## src/rtl/result_argmax_pkg.sv

```systemverilog
`default_nettype none
// =============================================================================
// result_argmax_pkg : shared defaults and FSM state encoding for result_argmax
// Revision 1.0
// =============================================================================
package result_argmax_pkg;

  localparam int DATA_WIDTH_DEF  = 8;
  localparam int CELL_AMOUNT_DEF = 4;

  typedef enum logic [1:0] {
    COLLECT = 2'd0,
    SCAN    = 2'd1,
    DONE    = 2'd2
  } state_e;

endpackage
`default_nettype wire

```

## src/rtl/result_argmax_max_tracker.sv

```systemverilog
`default_nettype none
// =============================================================================
// max_tracker : running unsigned maximum with index; strict compare keeps first
// Revision 1.0
// =============================================================================
module max_tracker #(
  parameter int DATA_WIDTH = 8
) (
  input  logic                  clk,
  input  logic                  rst_n,
  input  logic [DATA_WIDTH-1:0] cand_value_i,
  input  logic [DATA_WIDTH-1:0] cand_index_i,
  input  logic                  enable_i,
  input  logic                  clear_i,
  output logic [DATA_WIDTH-1:0] max_value_o,
  output logic [DATA_WIDTH-1:0] max_index_o
);

  logic [DATA_WIDTH-1:0] max_value_q, max_value_d;
  logic [DATA_WIDTH-1:0] max_index_q, max_index_d;

  always_comb begin
    max_value_d = max_value_q;
    max_index_d = max_index_q;
    if (clear_i) begin
      max_value_d = '0;
      max_index_d = '0;
    end else if (enable_i && (cand_value_i > max_value_q)) begin
      // Strictly greater: equal values never displace an earlier index
      max_value_d = cand_value_i;
      max_index_d = cand_index_i;
    end
  end

  always_ff @(posedge clk or negedge rst_n) begin
    if (!rst_n) begin
      max_value_q <= '0;
      max_index_q <= '0;
    end else begin
      max_value_q <= max_value_d;
      max_index_q <= max_index_d;
    end
  end

  assign max_value_o = max_value_q;
  assign max_index_o = max_index_q;

endmodule
`default_nettype wire

```

## src/rtl/result_argmax.sv

```systemverilog
`default_nettype none
// =============================================================================
// result_argmax : collects a frame of scaled values and reports the argmax
// Revision 1.0
// =============================================================================
module result_argmax
  import result_argmax_pkg::*;
#(
  parameter int DATA_WIDTH  = DATA_WIDTH_DEF,
  parameter int CELL_AMOUNT = CELL_AMOUNT_DEF
) (
  input  logic                  clk,
  input  logic                  rst_n,
  input  logic [DATA_WIDTH-1:0] in_index,
  input  logic [DATA_WIDTH-1:0] in_value,
  input  logic                  in_enable,
  input  logic                  result_ready,
  output logic [DATA_WIDTH-1:0] result_index,
  output logic [DATA_WIDTH-1:0] result_value,
  output logic                  result_valid,
  output logic                  overrun
);

  localparam int                    PTR_W      = (CELL_AMOUNT > 1) ? $clog2(CELL_AMOUNT) : 1;
  localparam logic [DATA_WIDTH-1:0] CELLS      = DATA_WIDTH'(CELL_AMOUNT);
  localparam logic [DATA_WIDTH-1:0] LAST_INDEX = DATA_WIDTH'(CELL_AMOUNT - 1);
  localparam logic [PTR_W-1:0]      LAST_PTR   = PTR_W'(CELL_AMOUNT - 1);

  state_e                state_q, state_d;
  logic [PTR_W-1:0]      ptr_q, ptr_d;
  logic                  valid_q, valid_d;
  logic                  overrun_q, overrun_d;
  logic [DATA_WIDTH-1:0] cells_q [CELL_AMOUNT];
  logic [DATA_WIDTH-1:0] cells_d [CELL_AMOUNT];

  logic                  in_range;
  logic [PTR_W-1:0]      wr_ptr;
  logic                  trk_en, trk_clr;
  logic [DATA_WIDTH-1:0] trk_value, trk_index;

  assign in_range = (in_index < CELLS);
  assign wr_ptr   = in_index[PTR_W-1:0];

  always_comb begin
    state_d   = state_q;
    ptr_d     = ptr_q;
    valid_d   = valid_q;
    overrun_d = overrun_q;
    cells_d   = cells_q;
    trk_en    = 1'b0;
    trk_clr   = 1'b0;

    // No backpressure: anything outside a legal COLLECT write is lost
    if (in_enable && ((state_q != COLLECT) || !in_range)) overrun_d = 1'b1;

    case (state_q)
      COLLECT: begin
        if (in_enable && in_range) begin
          cells_d[wr_ptr] = in_value;
          if (in_index == LAST_INDEX) begin
            state_d = SCAN;
            ptr_d   = '0;
            trk_clr = 1'b1;
          end
        end
      end
      SCAN: begin
        trk_en = 1'b1;
        ptr_d  = ptr_q + 1'b1;
        if (ptr_q == LAST_PTR) begin
          state_d = DONE;
          ptr_d   = '0;
          valid_d = 1'b1;
        end
      end
      DONE: begin
        if (result_ready) begin
          state_d = COLLECT;
          valid_d = 1'b0;
          cells_d = '{default: '0};
        end
      end
      default: state_d = COLLECT;
    endcase
  end

  always_ff @(posedge clk or negedge rst_n) begin
    if (!rst_n) begin
      state_q   <= COLLECT;
      ptr_q     <= '0;
      valid_q   <= 1'b0;
      overrun_q <= 1'b0;
      cells_q   <= '{default: '0};
    end else begin
      state_q   <= state_d;
      ptr_q     <= ptr_d;
      valid_q   <= valid_d;
      overrun_q <= overrun_d;
      cells_q   <= cells_d;
    end
  end

  max_tracker #(
    .DATA_WIDTH (DATA_WIDTH)
  ) u_max_tracker (
    .clk          (clk),
    .rst_n        (rst_n),
    .cand_value_i (cells_q[ptr_q]),
    .cand_index_i (DATA_WIDTH'(ptr_q)),
    .enable_i     (trk_en),
    .clear_i      (trk_clr),
    .max_value_o  (trk_value),
    .max_index_o  (trk_index)
  );

  // Tracker holds the final max through DONE; masking keeps outputs 0 otherwise
  assign result_valid = valid_q;
  assign result_value = valid_q ? trk_value : '0;
  assign result_index = valid_q ? trk_index : '0;
  assign overrun      = overrun_q;

endmodule
`default_nettype wire
```

## config.mk

```make
export PLATFORM = sky130hd
export DESIGN_NAME = result_argmax
export DESIGN_NICKNAME = d
export VERILOG_FILES = /design/src/rtl/result_argmax_pkg.sv /design/src/rtl/result_argmax_max_tracker.sv /design/src/rtl/result_argmax.sv
export SDC_FILE = /design/constraint.sdc
export NUM_CORES = 1
export LEC_CHECK = 0
export BUFFER_PORTS_ARGS = -buffer_cell sky130_fd_sc_hd__buf_2
export CORE_MARGIN = 1.5
export CORE_UTILIZATION = 51
export CTS_CLUSTER_DIAMETER = 150
export CTS_CLUSTER_SIZE = 16
export DETAILED_ROUTE_END_ITERATION = 12
export PLACE_DENSITY = 0.85
export SLEW_MARGIN = 20
export SYNTH_ARGS = -nofsm -noshare
export SYNTH_HDL_FRONTEND = slang
export SYNTH_SLANG_ARGS = --single-unit
```

## constraint.sdc

```tcl
create_clock -name clk -period 2.5 [get_ports clk]
set_input_delay 0.125 -clock clk [delete_from_list [all_inputs] [get_ports clk]]
set_output_delay 0.125 -clock clk [all_outputs]
set_load 0.05 [all_outputs]
```

## After elaboration in Yosys (flattened, before gate mapping)

Cells that the tools add are included.

| word-level totals | value |
|---|---|
| ROM bits | 0 |
| memory bits (writable) | 0 |
| memories kept | 0 |
| register bits after elaboration | 54 |
| input bits | 20 |
| output and inout port bits | 18 |
| latch bits | 0 |

| operators by class | value |
|---|---|
| eq/ne operators | 8 |
| reduce and logical (&&, ||, !) cells | 16 |
| multiply operators | 0 |
| div/mod/pow operators | 0 |
| mux-type cells | 31 |
| add/sub/neg operators | 1 |
| bitwise operators | 2 |
| order comparisons | 5 |
| shift operators | 0 |

Operators by type and width:

| cell | count |
|---|---|
| two-way mux 8 bit | 9 |
| two-way mux 32 bit | 2 |
| case mux 32 bit (2 select lines) | 1 |
| bitwise mux 32 bit | 1 |
| binary-select mux 8 bit (select 2 bit) | 1 |
| demux 8 bit (select 2 bit) | 1 |
| two-way mux 2 bit | 7 |
| nonzero test 2 bit | 5 |
| AND reduction 3 bit | 3 |
| equality test 8 x 2 -> 1 bit, second input constant | 1 |
| greater-than comparator 8 bit | 1 |
| < comparator 8 x 3 -> 1 bit, second input constant | 1 |
| != test 2 bit, second input constant | 4 |
| >= comparator 3 bit, second input constant | 2 |
| two-way mux 1 bit | 6 |
| inverter 2 -> 3 bit | 2 |
| case mux 2 bit (3 select lines) | 1 |
| equality test 2 bit, second input constant | 2 |
| logical AND 1 bit | 4 |
| case mux 2 bit (2 select lines) | 1 |
| AND reduction 4 bit | 1 |
| < comparator 3 x 1 -> 1 bit, second input constant | 1 |
| adder 2 x 1 -> 2 bit, second input constant | 1 |
| equality test 2 x 1 -> 1 bit, second input constant | 1 |
| 4 further kinds | 4 |

## Logic depth before layout (Yosys ltp)

| logic depth | value |
|---|---|
| depth in word-level cells | 8 |
| mapped depth | 9 |
| mapped depth without buffers | 8 |

## Hierarchy

Synthesis repeated with hierarchy kept, for this count alone.

| second synthesis, totals | value |
|---|---|
| cells, all modules | 277 |
| area total of the unflattened synthesis | 3015.4 um^2 |

By module, submodules not included:

| module | area an instance (um^2) | seq. area each (um^2) | cells an instance | times used |
|---|---|---|---|---|
| result_argmax | 2004.4 | 950.9 | 180 | 1 |
| max_tracker | 1011.0 | 400.4 | 97 | 1 |

## Worst setup path after synthesis

Ideal clock, no wire load.

| timing path | value |
|---|---|
| path type | register to register |
| start | register ptr_q[0] |
| end | register u_max_tracker.max_value_q[1], in the netlist u_max_tracker.max_value_o[1] |
| clock period less this slack | 2.529 ns |
| stages on the path, launching flop included | 7 |
| path buffers | 1 |
| data arrival time | 2.404 ns |
| data required time | 2.375 ns |
| path slack | -0.029 ns |
| path through | dfrtp_1 -> buf_2 -> mux4_2 -> ha_1 -> nand4_1 -> o2111ai_2 -> mux2_2 |

| on the way | value |
|---|---|
| word-level cells in the longest chain between the ends | 7 |
| elaborated cells between the ends (all ways) | 9 |
| those cells by class | order compare: 1; mux: 5; bitwise: 1; reduce/logical: 2 |

Ends and longest elaborated chain:

| what | line | RTL |
|---|---|---|
| start: declaration | result_argmax.sv:30 | `logic [PTR_W-1:0] ptr_q, ptr_d;` |
| start signal: assignment | result_argmax.sv:96 | `ptr_q <= ptr_d;` |
| inverter 2 -> 3 bit (implied by the code) (*) | result_argmax.sv:108 | `.cand_value_i (cells_q[ptr_q]),` |
| binary-select mux 8 bit (select 2 bit) (*) | result_argmax.sv:108 |  |
| two-way mux 8 bit (implied by the code) (*) (2 in series) | result_argmax.sv:108 |  |
| greater-than comparator 8 bit | result_argmax_max_tracker.sv:28 | `end else if (enable_i && (cand_value_i > max_value_q)) begin` |
| logical AND 1 bit | result_argmax_max_tracker.sv:28 |  |
| nonzero test 2 bit (no line) | n/a |  |
| end signal: assignment | result_argmax_max_tracker.sv:40 | `max_value_q <= max_value_d;` |
| end: declaration | result_argmax_max_tracker.sv:19 | `logic [DATA_WIDTH-1:0] max_value_q, max_value_d;` |

Every way passes the cells marked *; elsewhere a longest branch is shown, timed or not. The select of a mux whose other input is x is not followed.
A chain may end at the register's enable or synchronous reset.

## Worst setup path in the final report

| timing path | value |
|---|---|
| start | register ptr_q[0] |
| end | register u_max_tracker.max_value_q[3], in the netlist u_max_tracker.max_value_o[3] |

Same word-level chain as after synthesis.

==> summary.txt <==
Placement
  – Routability cong.: ~0.84
  – Post-DP Area: about 2800 sq um
  – DP Wirelength: 3750 microns
  – Buffers on Ports: 31
  – Placed cell count: approximately 360

Final layout
  – Fin area: 3070 sq um
  – Nets: around 330
  – Area occupied by registers: 1200 sq um
  – Area Overhead vs Synth: 19.4%
  – Post-route non-filler standard cell count: 371
  – # fillers: roughly 400
  – Fraction of layout cells with a size suffix above 1: about a quarter
  – Antenna diode count: 0
  – Most common cell after layout, fill and taps aside: nand2_1
  – Multi-input combinational cell area: ~1300 sq um
  – Core Util, Final: roughly 64%
  – Most frequent cells in the layout: nand2_1 (70), dfrtp_1 (48), o21ai_0 (37), buf_2 (31)

Synth
  – XOR/XNOR Fraction of Synth Area: 0%
  – Top FF cell, synth: dfrtp_1
  – Post-synth ARST share: 100%
  – Mapped Cells: ~270
  – EDFF count, synth: 0
  – Yosys cell types: 32
  – Mux contribution to synthesized area: between 10 and 15%
  – Simple-gate share of the synthesized area: 21.9%
  – Yosys warns: 0
  – Syn_area_per_cell: ~9.7 sq um
  – Largest family of logic cells by synthesized area: simple AND/OR/NAND/NOR gates
  – Area of the mapped netlist: 2570 sq um
  – Post-synthesis adder-cell area fraction: around 4.4%
  – Sequential area share after synthesis: 46.7%
  – Seq cells post-synth: 48
  – Compound-Gate Fraction of Synth Area: ~9.8%

GRT
  – Largest net degree at the start of global routing: 33
  – Antenna violations before repair: 0
  – All-Layer GR Usage: about a fifth
  – Vias in the first global route: 1852
  – First-pass GRT wire length: a little under 9000 microns
  – Grt total ovfl: 0

CTS
  – Clock Sinks: 48
  – CTS tree: built
  – Worst-Skew Late Latency: about 0.30 ns
  – Clock Root Buffer: clkbuf_8
  – Clk slew on worst S/H paths: 0.09 ns
  – Maximum buffer depth of the clock tree: 2
  – H-tree depth: 2
  – CTS Buf Count: 5

Critical path
  – Critical path class: flip-flop to flip-flop
  – CP Max Fanout: 8
  – Worst setup EP type: flip-flop
  – Worst setup SP type: flip-flop
  – CP startpoint: ptr_q[0]
  – Worst Reg2Reg Path Length in Cells: 9
  – Critical Path AT: ~2.7 ns
  – Critical path required time: between 2 and 3 ns
  – R2R Setup Slk: between 0.002 and 0.003 ns
  – Reg2reg end: u_max_tracker.max_value_o[3]
  – Reg-to-Reg Start: ptr_q[0]

Run status
  – Status: completed

Power and ir drop
  – Seq pwr share: 50.3%
  – Max VDD drop: between 0.4 and 0.5 mV
  – Leak: 0.00142 uW
  – Sw Ratio: between 20% and 30%
  – Switching power: 445 uW
  – Internal: roughly 1200 uW
  – Power density over cell area: about 540 nW/um^2
  – Clock power frac: between 30 and 40%
  – Logic pwr share: roughly 17%

Routing
  – Via count: ~1900
  – Vias/cell: roughly 5.2
  – DRC: 0
  – First-pass iteration count of the detailed router: 4
  – Routed WL: about 5200 microns
  – Initial drt markers: around 120
  – Routed Antenna Nets: 0
  – Routed length per instance: 14.1 microns

STA
  – Setup TNS Final: 0 ns
  – Worst Skew: between 0.008 and 0.009 ns
  – Final Setup Violations: 0
  – RSZ-0062 raised after global routing: yes
  – Crit path time final: 2.50 ns
  – Slew Viols, Final: 0
  – F_max: between 0.4 and 0.5 GHz
  – Slew @ Worst Pin: 0.743 ns
  – Final hold vios: 0
  – Period utilisation layout: between 90 and 100%
  – Slew Limit Headroom: between 50 and 60%

Min path
  – Hold Path Class: input port to flip-flop
  – WHS Path Cells: 3
  – Hold_sp: in_value[0]
  – Hold EP: cells_q[0]

Flow run
  – Max-cap violation count: 0

Floorplanning
  – IO Count: 38
  – Full die area: around 5500 sq um
  – Initial core utilization: between 50% and 60%
  – Die Wd: around 74 microns
  – Core outline area: around 4800 sq um
  – Die height: approximately 74 microns
  – Number of core rows: 25
power by group through the flow:
stage	Combinational, uW	Clock [uW]	Sequential, uW
global placement	244	0	852
CTS	256	563	838
global route	304	595	843
floorplan	183	0	838
finish	275	553	838
detailed placement	254	0	854
cell usage after synthesis (all sizes together), types with 3 or more instances:
cell type / number / area (sq um)
nand2: 72 / 273
dfrtp: 48 / 1200
o21ai: 37 / 185
buf: 12 / 81.3
inv: 11 / 41.3
and2: 10 / 62.6
nor2: 10 / 37.5
ha: 9 / 113
mux4: 8 / 180
clkbuf: 7 / 26.3
mux2: 7 / 78.8
a21oi: 6 / 30.0
nand2b: 4 / 25.0
mux2i: 3 / 30.0
what timing repair did:
action	4_1_cts	5_1_grt
gates resized for setup	0	14
hold buffers	1	0
endpoints found under the hold margin	23	0
buffers inserted	0	3
setup endpoints to repair	0	10
cell type report:
cell class	count	area share, %
repair buffers	45	9.37
well taps	67	2.73
multi-input cells	192	43.9
flip-flops and latches	48	39.1
clock buffers	6	2.36
inverters	11	1.34
clock inverters	2	1.14
kinds of logic after synthesis:
family          after synthesis
compound gates               47
fa+ha+maj                     9
buf+inv                      30
flops                        48
mux                          18
other cells                   1
simple gates                112
critical path, cell delays in order, from the launching register on:
cell and delay (ns):
dfrtp_1 0.40, buf_12 0.15, mux4_2 0.55, ha_4 0.29
a21oi_1 0.06, o21a_1 0.21, nand2_2 0.09, o2111ai_4 0.14
buf_12 0.19, mux2_4 0.29
state kept, by name, indices dropped and copies added (netlist names):
register                   flops
overrun                        1
u_max_tracker.max_value_o      8
ptr_q                          2
cells_q                       32
state_q                        2
result_valid                   1
u_max_tracker.max_index_o      2
routing by layer:
metal  GRT usage [%]  vias to the layer above  routed length (microns)
li1                -                      951                        -
met1            28.9                      933                     2380
met2            34.1                       44                     2600
met3            4.47                       10                      184
met4            6.79                        0                       87
met5               0                        -                        0
through the flow:
stage	setup WS (ns)	total power (uW)	hold WS (ns)
2_1_floorplan	0.0385	1020	-0.171
3_3_place_gp	0.0967	1100	0.124
3_5_place_dp	0.0354	1110	0.135
4_1_cts	0.00404	1660	0.0622
5_1_grt	-0.0854	1740	0.0756
6_report	0.00253	1670	0.0672
worst max-delay path by stage:
| stage | to | cells after the start | slack, ns |
|---|---|---|---|
| 3_5_place_dp | u_max_tracker.max_value_o[3] | 6 | 0.04 |
| 5_1_grt | u_max_tracker.max_value_o[1] | 9 | -0.09 |
| 2_1_floorplan | u_max_tracker.max_value_o[1] | 8 | 0.04 |
| 4_1_cts | u_max_tracker.max_value_o[3] | 6 | 0.004 |
| 6_report | u_max_tracker.max_value_o[3] | 9 | 0.003 |
| 3_3_place_gp | u_max_tracker.max_value_o[7] | 8 | 0.1 |
(Power assumes the default switching activity.)
